<file path="config.mk">
export PLATFORM = sky130hd
export DESIGN_NAME = imm_gen_pipe
export DESIGN_NICKNAME = d
export VERILOG_FILES = /design/src/rtl/imm_gen_pipe.sv
export SDC_FILE = /design/constraint.sdc
export NUM_CORES = 1
export LEC_CHECK = 0
export ABC_AREA = 1
export ABC_CLOCK_PERIOD_IN_PS = 5800
export CORE_ASPECT_RATIO = 1.4
export CORE_UTILIZATION = 57
export DETAILED_ROUTE_END_ITERATION = 7
export PLACE_DENSITY = 0.86
export SETUP_SLACK_MARGIN = 0.4
export SYNTH_ARGS = -nofsm -noshare
export SYNTH_HDL_FRONTEND = slang
export SYNTH_SLANG_ARGS = --single-unit
export TNS_END_PERCENT = 5
</file>
<file path="constraint.sdc">
create_clock -name clk -period 5.8 [get_ports clk]
set_clock_uncertainty 0.1 [all_clocks]
set_input_delay 1.16 -clock clk [delete_from_list [all_inputs] [get_ports clk]]
set_output_delay 1.16 -clock clk [all_outputs]
set_load 0.01 [all_outputs]
</file>
<file path="src/rtl/imm_gen_pipe.sv">
// imm_gen_pipe: decodes and extends the instruction immediate, then buffers
// {imm, op, illegal} in a DEPTH-entry valid/ready FIFO.
module imm_gen_pipe #(
  parameter int XLEN  = 32,
  parameter int DEPTH = 2
) (
  input  logic            clk,
  input  logic            rst,
  input  logic            flush,
  input  logic            in_valid,
  output logic            in_ready,
  input  logic [31:0]     in_inst,
  input  logic            in_op_sel,
  input  logic [2:0]      in_op,
  output logic            out_valid,
  input  logic            out_ready,
  output logic [XLEN-1:0] out_imm,
  output logic [2:0]      out_op,
  output logic            out_illegal
);
  localparam int AW = $clog2(DEPTH);
  localparam int CW = $clog2(DEPTH + 1);
  localparam logic [2:0] OP_NONE = 3'd0;
  localparam logic [2:0] OP_I    = 3'd1;
  localparam logic [2:0] OP_SH   = 3'd2;
  localparam logic [2:0] OP_S    = 3'd3;
  localparam logic [2:0] OP_B    = 3'd4;
  localparam logic [2:0] OP_U    = 3'd5;
  localparam logic [2:0] OP_J    = 3'd6;
  localparam logic [2:0] OP_CSR  = 3'd7;

  logic [6:0]      opc;
  logic [2:0]      f3;
  logic [2:0]      auto_op;
  logic [2:0]      dec_op;
  logic [31:0]     v32;
  logic [XLEN-1:0] dec_imm;

  always_comb begin
    opc = in_inst[6:0];
    f3 = in_inst[14:12];
    auto_op = (opc == 7'b0110111 || opc == 7'b0010111) ? OP_U :
              (opc == 7'b1101111) ? OP_J :
              (opc == 7'b1100111 || opc == 7'b0000011) ? OP_I :
              (opc == 7'b0010011) ? ((f3 == 3'b001 || f3 == 3'b101) ? OP_SH : OP_I) :
              (opc == 7'b0100011) ? OP_S :
              (opc == 7'b1100011) ? OP_B :
              (opc == 7'b1110011 && in_inst[14]) ? OP_CSR : OP_NONE;
    dec_op = in_op_sel ? in_op : auto_op;
    v32 = (dec_op == OP_I)   ? {{20{in_inst[31]}}, in_inst[31:20]} :
          (dec_op == OP_SH)  ? ((XLEN == 64) ? {26'b0, in_inst[25:20]} : {27'b0, in_inst[24:20]}) :
          (dec_op == OP_S)   ? {{20{in_inst[31]}}, in_inst[31:25], in_inst[11:7]} :
          (dec_op == OP_B)   ? {{19{in_inst[31]}}, in_inst[31], in_inst[7], in_inst[30:25], in_inst[11:8], 1'b0} :
          (dec_op == OP_U)   ? {in_inst[31:12], 12'b0} :
          (dec_op == OP_J)   ? {{11{in_inst[31]}}, in_inst[31], in_inst[19:12], in_inst[20], in_inst[30:21], 1'b0} :
          (dec_op == OP_CSR) ? {27'b0, in_inst[19:15]} : 32'b0;
    dec_imm = {XLEN{v32[31]}};
    dec_imm[31:0] = v32;
  end

  logic [AW-1:0]   wr_ptr_q, wr_ptr_d, rd_ptr_q, rd_ptr_d, out_idx;
  logic [CW-1:0]   count_q, count_d;
  logic            in_ready_q, in_ready_d;
  logic            push, pop;
  logic [XLEN-1:0] mem_imm_q [DEPTH];
  logic [XLEN-1:0] mem_imm_d [DEPTH];
  logic [2:0]      mem_op_q  [DEPTH];
  logic [2:0]      mem_op_d  [DEPTH];
  logic            mem_ill_q [DEPTH];
  logic            mem_ill_d [DEPTH];

  assign out_valid   = count_q != '0;
  assign in_ready    = in_ready_q;
  assign out_imm     = mem_imm_q[out_idx];
  assign out_op      = mem_op_q[out_idx];
  assign out_illegal = mem_ill_q[out_idx];

  // When empty the slot just behind rd_ptr is the last entry shown, so the
  // outputs hold; flush re-aims both pointers just past the displayed slot.
  always_comb begin
    push = in_valid & in_ready_q & ~flush;
    pop = out_valid & out_ready;
    out_idx = out_valid ? rd_ptr_q : rd_ptr_q - AW'(1);
    wr_ptr_d = flush ? out_idx + AW'(1) : wr_ptr_q + AW'(push);
    rd_ptr_d = flush ? out_idx + AW'(1) : rd_ptr_q + AW'(pop);
    count_d = flush ? '0 : count_q + CW'(push) - CW'(pop);
    in_ready_d = count_d != CW'(DEPTH);
    mem_imm_d = mem_imm_q;
    mem_op_d = mem_op_q;
    mem_ill_d = mem_ill_q;
    if (push) begin
      mem_imm_d[wr_ptr_q] = dec_imm;
      mem_op_d[wr_ptr_q] = dec_op;
      mem_ill_d[wr_ptr_q] = dec_op == OP_NONE;
    end
  end

  always_ff @(posedge clk) begin
    if (rst) begin
      wr_ptr_q <= '0;
      rd_ptr_q <= '0;
      count_q <= '0;
      in_ready_q <= 1'b1;
      for (int i = 0; i < DEPTH; i++) begin
        mem_imm_q[i] <= '0;
        mem_op_q[i] <= '0;
        mem_ill_q[i] <= 1'b0;
      end
    end else begin
      wr_ptr_q <= wr_ptr_d;
      rd_ptr_q <= rd_ptr_d;
      count_q <= count_d;
      in_ready_q <= in_ready_d;
      mem_imm_q <= mem_imm_d;
      mem_op_q <= mem_op_d;
      mem_ill_q <= mem_ill_d;
    end
  end
endmodule

</file>
==> results.cfg, run 1 <==
[worst_setup_path]
max_stage_delay_ns = 0.50
crit_family = buffers and inverters
worstPathArrival_ns = 2.56
cp.buffers_inverters = 2
criticalPathCategory = reg -> out
critical_path.endpoint_type = primary output
cp_cell_sequence = nor2_1 > xor2_4 > buf_4 > mux2_2 > clkdlybuf4s50_1
worstPathRequired_ns = 4.54
start_kind = flip-flop
cp_max_fo = 59
slowest_stage = buf_4

[clocking]
post_cts_buffers = 0
cts_max_level = 3
cts_tree = yes
cts_made_buffers = 9
clk_pin_slew_ns = 0.07
cts_resized = 0
clock-root-buffer = clkbuf_8
clock_tree.buffer_depth = 2
postCtsHoldBufs = 0
cts.sinks = 77
clk_latency_ns = 0.35

[timing]
hold_viol_final = 0
relSlewSlack_pct = 39.7
fin_setup_tns_ns = 0
maxSlewViolCount = 0
rsz0062_at_grt = false
tightest_slew_ns = 0.905
max_freq_ghz = 0.262
setup_viol_count_final = 0
fin_crit_sh_pct = 65.9
period_minus_slack_ns = 3.82

[drt]
vias = 4211
wl_mm = 10.6
via_per_inst = 5.36
drc_errors = 0
drt_iter0_markers = 417
antenna_left = 0
firstDrtPassIters = 5
wl_per_cell_um = 13.5

[synthesis]
yosysTopAreaCell = dfxtp_1
synth_top_flop_cell = dfxtp_1
synth_seq_cells = 77
synthXorXnorAreaFrac_pct = 0.624
synthArstFlopShare_pct = 0
netlist.area_leader.share_pct = 36.6
synth_top_family_by_area = simple AND/OR/NAND/NOR gates
avgSynthCellArea_um2 = 6.70
synthesis.area_um2 = 4210
synth_edf_count = 0
synth_compound_area_share_pct = 16.2
synthSimpleGateAreaFrac_pct = 29.4
synthAdderAreaFrac_pct = 1.19
synthTopCellsByCount = nand2_1 (129), inv_1 (87), dfxtp_1 (77), nor2_1 (73), o21ai_0 (52)
synth_warnings = 0
yosysMostFrequentCell = nand2_1
synthMuxAreaShare_pct = 3.75
synth_cell_type_count = 35
syn_nets = 673
synthCells = 628
synthTopCellsByArea = dfxtp_1 (37%), nand2_1 (12%), inv_1 (7.8%)
synth.yosys.seq_area_share_pct = 36.6

[layout]
nNetsFinal = 730
multi_input_area_um2 = 2170
fill_cells = 589
drive_gt1_share_pct = 10.9
n_antenna_cell = 0
synthToLayoutAreaGrowth_pct = 24.7
seq_area_um2 = 1540

[place]
dp_hpwl_mm = 7.40
place_congestion = 0.912
port_buffers = 78

[global_route]
antenna_found_initial = 0
grt_pass1_wl_mm = 17.6
grt_usage_pct = 29.2
overflow = 0
grt_pass1_vias = 4010
grt_max_degree = 60

[outcome]
status = finished clean

[die]
initial_utilization_pct = 59.5
die-area_um2 = 7740
coreArea_um2 = 7070
rows = 36
io_pins = 79
dieHeight_um = 104
die_w_um = 74.6

[power_and_ir_drop]
fin_total_pwr_mw = 1.33
peakVddDrop_uv = 184
pwr_density_cell_nw_per_um2 = 254
total_leakage_power_nw = 2.40

[worst_hold_path]
hp-class = reg -> reg

[run]
drv_cap = 0
-- layout by cell type, fill, tap and decap left out, types with 5 or more instances in the layout --
cell type	instances
nand2_1	129
inv_1	87
clkdlybuf4s50_1	78
dfxtp_1	77
nor2_1	73
o21ai_0	52
a21oi_1	50
nand3_1	27
nand4_1	27
mux2_2	14
o21ai_2	11
clkbuf_8	10
inv_2	6
nand2_2	5
nand3_2	5
buf_4	5
-- per-layer routing --
metal | part of all wire (%) | global-route usage [%]
met1 | 41 | 34.3
met2 | 51 | 49.9
met3 | 5.8 | 6.52
met4 | 2.4 | 11.5
met5 | 0 | 0
-- power by group --
part / internal, mW / switching (mW)
sequential: 0.559 / 0.0130
clock: 0.297 / 0.193
combinational: 0.113 / 0.159
total: 0.968 / 0.365
-- kinds of logic after synthesis --
kind of cell	after synthesis
AO/OA/AOI/OAI	122
XOR/XNOR	3
adder cells (fa/ha/maj)	4
buffers and inverters	131
flip-flops	77
multiplexers	14
AND/OR/NAND/NOR	277
-- stage by stage --
step | hold WS (ns) | cell area, µm² | utilization (%) | setup slack (ns) | instances
after detailed placement | 0.392 | 5010 | 70.8 | 1.74 | 769
after global placement | 0.366 | 5010 | 70.8 | 1.93 | 769
final | 0.413 | 5250 | 74.2 | 1.98 | 785
after CTS | 0.418 | 5250 | 74.2 | 1.96 | 785
after floorplan | 0.350 | 4210 | - | 2.98 | 628
after global routing | 0.448 | 5250 | 74.2 | 1.81 | 785
-- layout make-up --
class                   count  share of cell area [%]
clock buffers              12                    2.77
multi-input cells         420                    41.4
repair buffers             83                    15.6
clock inverters             4                    1.81
flip-flops and latches     77                    29.4
well taps                  95                    2.26
inverters                  94                    6.77
-- path summary, 6_finish.rpt --
check                 from            end  slack, ns  depth (start not counted)
max             count_q[1]      out_op[2]       1.98                          5
max reg2reg       in_ready  mem_imm_q[24]       3.52                          7
min          mem_imm_q[11]  mem_imm_q[11]       0.41                          2
min reg2reg  mem_imm_q[11]  mem_imm_q[11]       0.41                          2
-- worst register-to-register path, stage by stage, from the launching register on --
cell and delay [ns]:
dfxtp_1 0.34, nand3_1 0.10, inv_1 0.10, ha_1 0.75
inv_2 0.45, a21oi_1 0.26, nand2_1 0.08, inv_1 0.05
-- flip-flops by register name, summed over array words and instances (netlist names) --
name and count:
mem_imm_q 64, mem_op_q 6, mem_ill_q 2, wr_ptr_q 1
count_q 2, rd_ptr_q 1, in_ready 1
Note: power is estimated with default switching activity, not from simulation.
==> inputs of run 2 (changes only) <==
--- a/config.mk
+++ b/config.mk
@@ -6,11 +6,11 @@
 export NUM_CORES = 1
 export LEC_CHECK = 0
 export ABC_AREA = 1
-export ABC_CLOCK_PERIOD_IN_PS = 5800
+export ABC_CLOCK_PERIOD_IN_PS = 3580
 export CORE_ASPECT_RATIO = 1.4
-export CORE_UTILIZATION = 57
+export CORE_UTILIZATION = 53
 export DETAILED_ROUTE_END_ITERATION = 7
-export PLACE_DENSITY = 0.86
+export PLACE_DENSITY = 0.81
 export SETUP_SLACK_MARGIN = 0.4
 export SYNTH_ARGS = -nofsm -noshare
 export SYNTH_HDL_FRONTEND = slang
==> constraint.sdc (replaced) <==
create_clock -name clk -period 3.58 [get_ports clk]
set_clock_uncertainty 0.1 [all_clocks]
set_input_delay 0.716 -clock clk [delete_from_list [all_inputs] [get_ports clk]]
set_output_delay 0.716 -clock clk [all_outputs]
set_load 0.01 [all_outputs]
==> run 2 against run 1 <==
  * Die area is 7.4% higher
  * Power is 60% higher
  * Flip-flop and latch count stayed put
  * Utilization is 5.5 points lower
  * Non-clock buffer count is 2 higher
  * Final cell count is 0.89% higher
  * Wire length is 0.90% higher
  * Critical path depth stayed put
  * Sequential power is 62% higher
==> results.cfg, run 2 (synthesized netlist as in run 1, its figures left out) <==
[die]
coreArea_um2 = 7700
io_pins = 79
dieHeight_um = 107
initial_utilization_pct = 54.6
rows = 38
die_w_um = 77.3
die-area_um2 = 8310

[clocking]
cts_max_level = 3
cts_tree = yes
clk_pin_slew_ns = 0.08
clock_tree.buffer_depth = 2
cts.sinks = 77
postCtsHoldBufs = 0
clk_latency_ns = 0.35
cts_made_buffers = 9
clock-root-buffer = clkbuf_8

[drt]
firstDrtPassIters = 5
antenna_left = 0
drc_errors = 0
wl_mm = 10.7
wl_per_cell_um = 13.5
via_per_inst = 5.32
vias = 4211
drt_iter0_markers = 360

[worst_setup_path]
worstPathRequired_ns = 2.76
rrSetupSlack_ns = 1.69
criticalPathCategory = reg -> out
crit_end = out_imm[7]
timing.rr.end = mem_op_q[0]
cp_max_fo = 59
slowest_stage = clkdlybuf4s50_1
worstPathArrival_ns = 2.28
critical_path.endpoint_type = primary output
max_stage_delay_ns = 0.48
cp-startpoint = count_q[1]
r2r-start = in_ready
start_kind = flip-flop
ff2ff_path_depth = 6
cp_cell_sequence = nor2_2 > xor2_4 > buf_12 > mux2_2 > clkdlybuf4s50_1

[place]
dp_hpwl_mm = 7.39
place_congestion = 0.869
port_buffers = 78
placed_area_um2 = 5050

[global_route]
overflow = 0
grt.met2_usage_pct = 48.9
grt_max_degree = 72
antenna_found_initial = 0
use_met1_pct = 32.2
grt_usage_pct = 27.3
grt.met3_usage_pct = 4.92
grt-busiest-layer = met2
grt_pass1_wl_mm = 18.1
grt_pass1_vias = 4059

[power_and_ir_drop]
total_leakage_power_nw = 2.41
pwr_density_cell_nw_per_um2 = 404
p_int_mw = 1.51
switchingPower_mw = 0.624
clockPowerShare_pct = 35.5
peakVddDrop_uv = 211
netSwitchingFraction_pct = 29.2
fin_total_pwr_mw = 2.14
combPwrFrac_pct = 21.1
power_frac_seq_pct = 43.4

[layout]
largest-register = mem_imm_q
final_cell_mix = nand2_1 (128), inv_1 (87), clkdlybuf4s50_1 (78), dfxtp_1 (77), nor2_1 (72)
design_area_um2 = 5290
synthToLayoutAreaGrowth_pct = 25.7
drive_gt1_share_pct = 11.7
largest_register_ffs = 64
n_antenna_cell = 0
reg_top3 = mem_imm_q (64), mem_op_q (6)
final_common_cell = nand2_1
nNetsFinal = 732

[worst_hold_path]
hp-class = reg -> reg
hp-start = mem_op_q[4]

[run]
drv_cap = 0

[timing]
hold_viol_final = 0
fin_crit_sh_pct = 86.4
fin_setup_tns_ns = 0
max_freq_ghz = 0.323
relSlewSlack_pct = 51.9
tightest_slew_ns = 0.721
setup_viol_count_final = 0
maxSlewViolCount = 0
period_minus_slack_ns = 3.09
rsz0062_at_grt = true

[outcome]
status = finished clean
run 2: stage by stage:
step	setup WS [ns]	util [%]	std cells	hold WS, ns
floorplan	1.20	-	628	0.350
global placement	0.344	65.6	776	0.387
detailed placement	0.179	65.6	776	0.404
CTS	0.479	68.7	792	0.426
global route	0.392	68.7	792	0.429
finish	0.487	68.7	792	0.425
run 2: worst min-delay path by stage:
stage / to / slack, ns / cells past startpoint
floorplan: mem_op_q[4] / 0.35 / 2
global placement: mem_imm_q[43] / 0.39 / 2
detailed placement: mem_op_q[4] / 0.40 / 2
CTS: mem_op_q[4] / 0.43 / 2
global route: mem_op_q[4] / 0.43 / 2
finish: mem_op_q[4] / 0.43 / 2
run 2: area by class of cell:
| type | count | area [µm²] |
|---|---|---|
| fill | 670 | 2410 |
| multi-input combinational | 420 | 2180 |
| sequential | 77 | 1540 |
| timing repair buffer | 85 | 858 |
| inverter | 94 | 355 |
| clock buffer | 10 | 138 |
| tap | 100 | 125 |
| clock inverter | 6 | 93.8 |
run 2: layer usage:
metal  wire, µm  up-vias
met4        227        0
li1           -     2118
met3        676       22
met1       4450     1907
met2       5380      164
met5          0        -
run 2: worst max-delay path, delay by kind of cell, from the launching register on:
family,cells,cell delay (ns)
buf+inv,2,0.74
mux,1,0.39
flops,1,0.34
simple gates,1,0.23
xor+xnor,1,0.19
run 2: power groups by stage:
| stage | clock network (mW) | logic, mW | registers [mW] |
|---|---|---|---|
| CTS | 0.766 | 0.449 | 0.926 |
| global placement | 0 | 0.436 | 0.942 |
| detailed placement | 0 | 0.445 | 0.945 |
| finish | 0.759 | 0.451 | 0.926 |
| floorplan | 0 | 0.275 | 0.940 |
| global route | 0.805 | 0.497 | 0.932 |
run 2: what timing repair did:
action	4_1_cts	5_1_grt
gates resized for setup	1	1
setup endpoints to repair	2	19
setup buffers	0	0
endpoints found under the hold margin	0	0
==> inputs of run 3 (changes only) <==
--- a/config.mk
+++ b/config.mk
@@ -10,6 +10,7 @@
 export CORE_ASPECT_RATIO = 1.4
 export CORE_UTILIZATION = 53
 export DETAILED_ROUTE_END_ITERATION = 7
+export HOLD_SLACK_MARGIN = 0.12
 export PLACE_DENSITY = 0.81
 export SETUP_SLACK_MARGIN = 0.4
 export SYNTH_ARGS = -nofsm -noshare
==> results of run 3 <==
Final layout, timing and power as in run 2 (identical DEF).
